File: src/rtl/gpio_led_ctrl.sv
// Per-channel LED driver (off/direct/PWM/blink), optional sticky trap blink via GPIO_LED_CTRL_TRAP_OVERRIDE_EN.
// Latency: gpio_i->led_o 1 cycle, config write->led_o 2 cycles; no backpressure, every write accepted.
module gpio_led_ctrl #(
  parameter int              N_CH         = 5,
  parameter int              PWM_BITS     = 8,
  parameter int              PRESCALE_DIV = 125000,
  parameter logic [N_CH-1:0] INV_MASK     = 5'b01100,
  parameter int              TRAP_HALF    = 250
) (
  input  logic                                        clk_i,
  input  logic                                        rst_i,
  input  logic                                        wr_en_i,
  input  logic [((N_CH > 1) ? $clog2(N_CH) : 1)-1:0]  wr_ch_i,
  input  logic [PWM_BITS+1:0]                         wr_data_i,
  input  logic [N_CH-1:0]                             gpio_i,
  input  logic                                        trap_i,
  output logic [N_CH-1:0]                             led_o,
  output logic                                        trap_o
);

  typedef enum logic [1:0] {
    MODE_OFF    = 2'd0,
    MODE_DIRECT = 2'd1,
    MODE_PWM    = 2'd2,
    MODE_BLINK  = 2'd3
  } mode_e;

  // Field order matches wr_data_i: level in the upper bits, mode in [1:0].
  typedef struct packed {
    logic [PWM_BITS-1:0] level;
    mode_e               mode;
  } cfg_t;

  localparam int              PS_W   = (PRESCALE_DIV > 1) ? $clog2(PRESCALE_DIV) : 1;
  localparam logic [PS_W-1:0] PS_MAX = PS_W'(PRESCALE_DIV - 1);

  cfg_t [N_CH-1:0]                cfg_q, cfg_d;
  logic [N_CH-1:0][PWM_BITS-1:0]  blink_cnt_q, blink_cnt_d;
  logic [N_CH-1:0]                phase_q, phase_d;
  logic [PWM_BITS-1:0]            pwm_cnt_q;
  logic [PS_W-1:0]                presc_q;
  logic [N_CH-1:0]                led_q;
  logic [N_CH-1:0]                chan_active;
  logic [N_CH-1:0]                final_active;
  logic                           tick;
  logic                           wr_hit;
  cfg_t                           wr_cfg;

  assign tick   = (presc_q == PS_MAX);
  assign wr_hit = wr_en_i && (int'(wr_ch_i) < N_CH);
  assign wr_cfg = cfg_t'(wr_data_i);

  always_ff @(posedge clk_i or posedge rst_i) begin
    if (rst_i) begin
      presc_q   <= '0;
      pwm_cnt_q <= '0;
    end else begin
      presc_q   <= tick ? '0 : presc_q + PS_W'(1);
      pwm_cnt_q <= pwm_cnt_q + PWM_BITS'(1);
    end
  end

  // A write to a channel takes priority over that channel's blink tick.
  always_comb begin
    cfg_d       = cfg_q;
    blink_cnt_d = blink_cnt_q;
    phase_d     = phase_q;
    for (int ch = 0; ch < N_CH; ch++) begin
      if (cfg_q[ch].mode == MODE_BLINK && tick) begin
        if (blink_cnt_q[ch] == cfg_q[ch].level) begin
          blink_cnt_d[ch] = '0;
          phase_d[ch]     = ~phase_q[ch];
        end else begin
          blink_cnt_d[ch] = blink_cnt_q[ch] + PWM_BITS'(1);
        end
      end
      if (wr_hit && int'(wr_ch_i) == ch) begin
        cfg_d[ch] = wr_cfg;
        if (wr_cfg.mode == MODE_BLINK) begin
          blink_cnt_d[ch] = '0;
          phase_d[ch]     = 1'b0;
        end
      end
    end
  end

  always_comb begin
    chan_active = '0;
    for (int ch = 0; ch < N_CH; ch++) begin
      case (cfg_q[ch].mode)
        MODE_OFF:    chan_active[ch] = 1'b0;
        MODE_DIRECT: chan_active[ch] = gpio_i[ch];
        MODE_PWM:    chan_active[ch] = (pwm_cnt_q < cfg_q[ch].level);
        MODE_BLINK:  chan_active[ch] = phase_q[ch];
      endcase
    end
  end

`ifdef GPIO_LED_CTRL_TRAP_OVERRIDE_EN
  localparam int              TR_W   = (TRAP_HALF > 1) ? $clog2(TRAP_HALF) : 1;
  localparam logic [TR_W-1:0] TR_MAX = TR_W'(TRAP_HALF - 1);

  logic            trap_q, trap_d;
  logic [TR_W-1:0] trap_cnt_q, trap_cnt_d;
  logic            trap_phase_q, trap_phase_d;

  // The trap blink counter stays parked at zero until the flag latches.
  always_comb begin
    trap_d       = trap_q | trap_i;
    trap_cnt_d   = trap_cnt_q;
    trap_phase_d = trap_phase_q;
    if (trap_q && tick) begin
      if (trap_cnt_q == TR_MAX) begin
        trap_cnt_d   = '0;
        trap_phase_d = ~trap_phase_q;
      end else begin
        trap_cnt_d = trap_cnt_q + TR_W'(1);
      end
    end
  end

  always_ff @(posedge clk_i or posedge rst_i) begin
    if (rst_i) begin
      trap_q       <= 1'b0;
      trap_cnt_q   <= '0;
      trap_phase_q <= 1'b0;
    end else begin
      trap_q       <= trap_d;
      trap_cnt_q   <= trap_cnt_d;
      trap_phase_q <= trap_phase_d;
    end
  end

  assign final_active = trap_q ? {N_CH{trap_phase_q}} : chan_active;
  assign trap_o       = trap_q;
`else
  logic unused_trap;
  assign unused_trap  = trap_i & (TRAP_HALF > 0);
  assign final_active = chan_active;
  assign trap_o       = 1'b0;
`endif

  always_ff @(posedge clk_i or posedge rst_i) begin
    if (rst_i) begin
      cfg_q       <= '0;
      blink_cnt_q <= '0;
      phase_q     <= '0;
      led_q       <= INV_MASK;
    end else begin
      cfg_q       <= cfg_d;
      blink_cnt_q <= blink_cnt_d;
      phase_q     <= phase_d;
      led_q       <= final_active ^ INV_MASK;
    end
  end

  assign led_o = led_q;

endmodule

File: config.mk
export PLATFORM = sky130hd
export DESIGN_NAME = gpio_led_ctrl
export DESIGN_NICKNAME = d
export VERILOG_FILES = /design/src/rtl/gpio_led_ctrl.sv
export SDC_FILE = /design/constraint.sdc
export NUM_CORES = 1
export LEC_CHECK = 0
export CAP_MARGIN = 40
export CORE_ASPECT_RATIO = 0.8
export CORE_UTILIZATION = 65
export CTS_CLUSTER_DIAMETER = 80
export DETAILED_ROUTE_END_ITERATION = 10
export PLACE_DENSITY = 0.84
export SYNTH_ARGS = -nofsm -noshare
export SYNTH_HDL_FRONTEND = slang
export SYNTH_SLANG_ARGS = --single-unit
File: constraint.sdc
create_clock -name clk_i -period 12.3 [get_ports clk_i]
set_input_delay 2.46 -clock clk_i [delete_from_list [all_inputs] [get_ports clk_i]]
set_output_delay 2.46 -clock clk_i [all_outputs]
set_load 0.01 [all_outputs]
==> run_results.csv, run 1 <==
group,metric,value,unit
setup_path,crit_type,"in -> reg",
die,fp.coreArea,10300,sq um
clock_tree,htree_levels,4,
clock_tree,cts_root_buffer,"clkbuf_16",
power_and_ir_drop,p_leak,3.60,nW
yosys,synth-seq-area-share,0.453,
job,maxCapViolCount,0,
die,die_height,94.2,microns
drt,drc_errors,0,
die,rows,33,
timing,setup_tns,0,ns
placed_design,port_buffers,25,
placed_design,place_area,7350,sq um
final_layout,n_fill_cell,647,
drt,viasPerCell,6.08,
placed_design,dpl.hpwl,10.8,mm
clock_tree,numCtsBuffers,17,
timing,worst_slew_pin_slew,0.807,ns
setup_path,critical_path.startpoint_type,"primary input",
final_layout,ff_latch_area,3130,sq um
global_route,grt_pass1_vias,5394,
clock_tree,clk_path_buf_depth,2,
placed_design,gp_congestion,0.855,
final_layout,n_antenna_cell,0,
timing,fin_ws,8.12,ns
yosys,synth_top_cell_by_area,"dfrtp_1",
die,start_util,0.672,
yosys,synth.net_count,747,
drt,drt_iter0_markers,414,
yosys,muxShareOfSynthArea,0.0469,
final_layout,fin_area,7960,sq um
clock_tree,clk_latency,0.42,ns
yosys,ys_warn_count,0,
final_layout,multi_input_area,3570,sq um
yosys,synth.distinct_cells,48,
drt,totalWireLength,16.3,mm
yosys,synth_edf_count,0,
drt,num_vias,5293,
outcome,status,"finished clean",
final_layout,area_growth,15.2,%
yosys,syn_area,6910,sq um
yosys,synth_adder_area_share,0.0760,
timing,post-route-period-util,0.340,
yosys,synth_top_family_by_area,"simple AND/OR/NAND/NOR gates",
die,dieArea,11100,sq um
clock_tree,cts_tree,"yes",
yosys,syn-mean-instance-area,10.1,sq um
global_route,grt_pass1_wl,26.4,mm
timing,fmax,239,MHz
setup_path,critPathMaxFanout,11,
placed_design,dpl.cell_count,839,
yosys,postSynth.asyncResetShare,1.00,
clock_tree,cts_setup_buffers,0,
global_route,antenna_found_initial,1,
setup_path,critPathLaunch,"wr_ch_i[1]",
setup_path,reg2reg_slack,9.53,ns
clock_tree,clock_sinks,125,
hold_path,hold_depth,1,
die,die_x,117,microns
yosys,synthSimpleGateAreaFrac,0.207,
setup_path,worstReg2RegEnd,"blink_cnt_q[23]",
yosys,ys.flop_type,"dfrtp_1",
timing,finalSetupViolCount,0,
yosys,synth_compound_area_frac,0.0740,
global_route,grt_overflow,0,
drt,antenna_left,0,
yosys,yosys.area.top_type_share,0.445,
setup_path,endpoint,"blink_cnt_q[27]",
global_route,grt_usage,0.327,
die,ioPinCount,28,
timing,drv_slew,0,
timing,period_minus_slack,4.18,ns
hold_path,min_path_type,"reg -> reg",
yosys,synthTopCellsByArea,"dfrtp_1, xor2_1, ha_1",
clock_tree,cts_resized,0,
setup_path,timing.rr.start,"presc_q[0]",
final_layout,fin_nets,782,
setup_path,end_kind,"flop",
timing,timing.hold.ws,0.475,ns
final_layout,drive_above_1_share,0.111,
global_route,grt_max_degree,64,
drt,drt_first_pass_iters,5,
clock_tree,cts_hold_buffers,0,
clock_tree,cts.clk_slew.worst_paths,0.05,ns
timing,slew_headroom,0.460,
setup_path,reg2reg_depth,6,
timing,rsz0062_at_grt,"no",
setup_path,required,12.60,ns
drt,wl_per_cell,18.7,microns
final_layout,instances_no_fill,871,
yosys,yosys.area_share.xor_xnor,0.110,
power_and_ir_drop,peakVddDrop,0.000107,V
placed_design,post-place-ws,7.68,ns
power_and_ir_drop,p_per_area,151,nW/um^2
yosys,synth_cells,683,
timing,hold_violations,0,
timing,fin_worst_skew,0.00569,ns
setup_path,arrival,4.48,ns
yosys,synth-seq-cells,125,
-- routing by layer --
layer  track usage  vias to the layer above  part of all wire  wire length [microns]
li1              -                     2462                 -                      -
met1         0.398                     2580              0.42                   6820
met2         0.527                      194              0.49                   7950
met3        0.0845                       55             0.059                    968
met4         0.180                        2             0.033                    535
met5             0                        -            0.0012                     20
-- registers in the layout (all words and copies together), names as in the netlist --
register,flops
blink_cnt_q,40
cfg_q,50
led_o,5
phase_q,5
presc_q,17
pwm_cnt_q,8
-- synth_stat cells, drive strengths merged, types with 11 or more instances --
master  instances
nor2           45
nor4           14
dfrtp         123
and4           12
xnor2          25
inv            39
nand4          18
nand2          64
nor3           12
o21ai          58
clkbuf         11
xor2           62
mux2           27
nand3          45
ha             42
-- worst min path at each step --
stage	start	end	slack (ns)
floorplan	cfg_q[30]	led_o[3]	0.41
detailed placement	cfg_q[30]	led_o[3]	0.46
finish	cfg_q[30]	led_o[3]	0.47
global placement	cfg_q[30]	led_o[3]	0.45
CTS	cfg_q[30]	led_o[3]	0.48
global route	cfg_q[30]	led_o[3]	0.48
-- where the power goes --
group          switching, W  internal (W)
combinational     0.0000899     0.0000857
clock              0.000182      0.000334
sequential        0.0000497      0.000459
total              0.000321      0.000878
-- stage by stage --
stage / util / total power [W]
after floorplan: - / 0.000617
after global placement: 0.712 / 0.000667
after detailed placement: 0.715 / 0.000683
after CTS: 0.774 / 0.00120
after global routing: 0.774 / 0.00125
final: 0.774 / 0.00120
-- worst max-delay path: stages --
cell and delay, ns:
clkdlybuf4s50_1 0.64, nand4b_1 0.56, or2_0 0.51, nand2_1 0.22
nor2_1 0.08
-- area by class of cell --
| type | count | share of cell area |
|---|---|---|
| Clock inverter | 10 | 0.0173 |
| Multi-Input combinational cell | 503 | 0.449 |
| Timing Repair Buffer | 32 | 0.0405 |
| Tap cell | 140 | 0.0220 |
| Inverter | 39 | 0.0187 |
| Clock buffer | 22 | 0.0596 |
| Sequential cell | 125 | 0.393 |
-- cells by family after synthesis --
| group | count (synthesis) |
|---|---|
| XOR/XNOR | 87 |
| other | 1 |
| adder cells (fa/ha/maj) | 42 |
| AND/OR/NAND/NOR | 256 |
| buffers and inverters | 55 |
| multiplexers | 29 |
| AO/OA/AOI/OAI | 88 |
| flip-flops | 125 |
-- cell usage in the layout, fill, tap and decap left out, types with 8 or more instances in the layout --
cell	n
ha_1	42
nand2_1	64
xor2_1	62
clkdlybuf4s50_1	25
dfrtp_1	123
nand2b_1	8
xnor2_1	25
nor2_1	45
nand4_1	18
mux2_2	27
and4_1	12
nor4_1	11
nor3_1	11
o21ai_0	55
nand3_1	42
inv_1	38
clkbuf_16	17
No activity file was read; power rests on OpenSTA's default activity.
==> run 2: changes to the inputs <==
--- a/config.mk
+++ b/config.mk
@@ -7,10 +7,10 @@
 export LEC_CHECK = 0
 export CAP_MARGIN = 40
 export CORE_ASPECT_RATIO = 0.8
-export CORE_UTILIZATION = 65
+export CORE_UTILIZATION = 61
 export CTS_CLUSTER_DIAMETER = 80
 export DETAILED_ROUTE_END_ITERATION = 10
-export PLACE_DENSITY = 0.84
+export PLACE_DENSITY = 0.8
 export SYNTH_ARGS = -nofsm -noshare
 export SYNTH_HDL_FRONTEND = slang
 export SYNTH_SLANG_ARGS = --single-unit
==> constraint.sdc (replaced) <==
create_clock -name clk_i -period 4.3 [get_ports clk_i]
set_input_delay 0.86 -clock clk_i [delete_from_list [all_inputs] [get_ports clk_i]]
set_output_delay 0.86 -clock clk_i [all_outputs]
set_load 0.01 [all_outputs]
==> run_results.csv, run 2 (synthesized netlist as in run 1, its figures left out) <==
group,metric,value,unit
drt,drt_iter0_markers,517,
global_route,grt_max_degree,64,
die,dieArea,11800,sq um
global_route,grt_pass1_wl,26.2,mm
final_layout,fin_area,7940,sq um
placed_design,place_area,7350,sq um
die,start_util,0.632,
final_layout,largest_reg_flops,50,
global_route,gr-max-usage-layer,"met2",
placed_design,gp_congestion,0.870,
global_route,grt_pass1_vias,5156,
clock_tree,cts.clk_slew.worst_paths,0.06,ns
global_route,grt_usage,0.292,
power_and_ir_drop,swShare,0.273,
global_route,grt_overflow,0,
clock_tree,clk_latency,0.41,ns
placed_design,dpl.hpwl,11.0,mm
clock_tree,clock_sinks,125,
global_route,antenna_found_initial,0,
clock_tree,cts_hold_buffers,0,
drt,drc_errors,0,
final_layout,drive_above_1_share,0.112,
final_layout,fin_nets,783,
drt,num_vias,5225,
power_and_ir_drop,clockPowerShare,0.422,
power_and_ir_drop,p_sw,0.000919,W
clock_tree,htree_levels,4,
clock_tree,cts_resized,0,
clock_tree,clk_path_buf_depth,2,
clock_tree,numCtsBuffers,17,
final_layout,area_growth,14.9,%
die,ioPinCount,28,
timing,finalSetupViolCount,0,
placed_design,port_buffers,25,
clock_tree,cts_tree,"yes",
global_route,met1_usage,0.389,
power_and_ir_drop,comb_power_share,0.145,
setup_path,critical_path.startpoint_type,"flop",
hold_path,min_path_type,"reg -> reg",
global_route,met3_usage,0.0640,
final_layout,layout_common_cells,"dfrtp_1, nand2_1, xor2_1, o21ai_0, nor2_1",
die,die_x,121,microns
clock_tree,cts_root_buffer,"clkbuf_16",
timing,drv_slew,0,
job,maxCapViolCount,0,
timing,post-route-period-util,0.600,
power_and_ir_drop,intPower,0.00245,W
timing,setup_tns,0,ns
die,rows,34,
final_layout,final_common_cell,"dfrtp_1",
outcome,status,"finished clean",
setup_path,arrival,2.90,ns
timing,slew_headroom,0.484,
setup_path,end_kind,"flop",
timing,hold_violations,0,
timing,fmax,387,MHz
final_layout,n_antenna_cell,0,
power_and_ir_drop,peakVddDrop,0.000286,V
die,die_height,97.2,microns
drt,viasPerCell,5.96,
drt,antenna_left,0,
power_and_ir_drop,p_per_area,424,nW/um^2
timing,worst_slew_pin_slew,0.774,ns
timing,rsz0062_at_grt,"no",
final_layout,reg_top3,"cfg_q (50), blink_cnt_q (40), presc_q (17)",
clock_tree,cts_setup_buffers,0,
drt,totalWireLength,16.0,mm
setup_path,crit_type,"reg -> reg",
drt,wl_per_cell,18.3,microns
timing,period_minus_slack,2.58,ns
final_layout,regMostFlops,"cfg_q",
power_and_ir_drop,p_leak,3.58,nW
die,fp.coreArea,10900,sq um
power_and_ir_drop,seqPwrFrac,0.432,
timing,fin_worst_skew,0.00453,ns
global_route,use_met2,0.469,
setup_path,critPathMaxFanout,12,
setup_path,required,4.62,ns
drt,drt_first_pass_iters,5,
==> run 2: cell count changes in the layout (fill, tap and decap cells not counted), sizes merged <==
cell / previous run / this run
buf: 7 / 8
bufinv: 3 / 2
clkinvlp: 2 / 4
clkinv: 5 / 4
==> run 2: final timing paths <==
kind / to / startpoint / slack, ns / cells past startpoint
worst max-delay path: blink_cnt_q[23] / presc_q[0] / 1.72 / 6
worst min-delay path: led_o[3] / cfg_q[30] / 0.47 / 1
worst max register to register: blink_cnt_q[23] / presc_q[0] / 1.72 / 6
worst min register to register: led_o[3] / cfg_q[30] / 0.47 / 1
max in group asynchronous: led_o[2] / rst_i / 2.50 / 3
min in group asynchronous: blink_cnt_q[4] / rst_i / 0.95 / 2
==> run 2: layout make-up <==
type | instances | area (sq um)
Multi-Input combinational cell | 503 | 3570
Inverter | 39 | 149
Clock buffer | 22 | 474
Tap cell | 144 | 180
Timing Repair Buffer | 33 | 323
Clock inverter | 10 | 114
Fill cell | 754 | 2990
Sequential cell | 125 | 3130
==> run 2: critical path, stage by stage, from the launching register on <==
cell      delay (ns)
dfrtp_1         0.40
ha_1            0.26
nor4b_4         0.29
nand4_1         0.64
nor2_1          0.52
o21ai_0         0.13
a311oi_1        0.24
==> run 2: per-layer routing <==
layer  vias up  wire (microns)  part of all wire
met5         -               0                 0
met4         0             345             0.022
met3        30             859             0.054
met2       154            7790              0.49
met1      2575            7010              0.44
li1       2466               -                 -
==> run 2: power groups by stage <==
| stage | clock network [W] | logic, W | registers, W |
|---|---|---|---|
| 2_1_floorplan | 0 | 0.000331 | 0.00143 |
| 3_3_place_gp | 0 | 0.000452 | 0.00146 |
| 3_5_place_dp | 0 | 0.000480 | 0.00147 |
| 4_1_cts | 0.00143 | 0.000491 | 0.00146 |
| 5_1_grt | 0.00148 | 0.000549 | 0.00147 |
| 6_report | 0.00142 | 0.000490 | 0.00146 |
==> run 2: stage by stage <==
| step | utilization | setup slack [ns] | total power (W) | hold slack [ns] | std cells |
|---|---|---|---|---|---|
| 2_1_floorplan | - | 0.116 | 0.00177 | 0.411 | 683 |
| 3_3_place_gp | 0.673 | 1.58 | 0.00191 | 0.448 | 844 |
| 3_5_place_dp | 0.673 | 1.49 | 0.00195 | 0.463 | 844 |
| 4_1_cts | 0.726 | 1.73 | 0.00338 | 0.481 | 876 |
| 5_1_grt | 0.726 | 1.47 | 0.00351 | 0.497 | 876 |
| 6_report | 0.726 | 1.72 | 0.00337 | 0.474 | 876 |
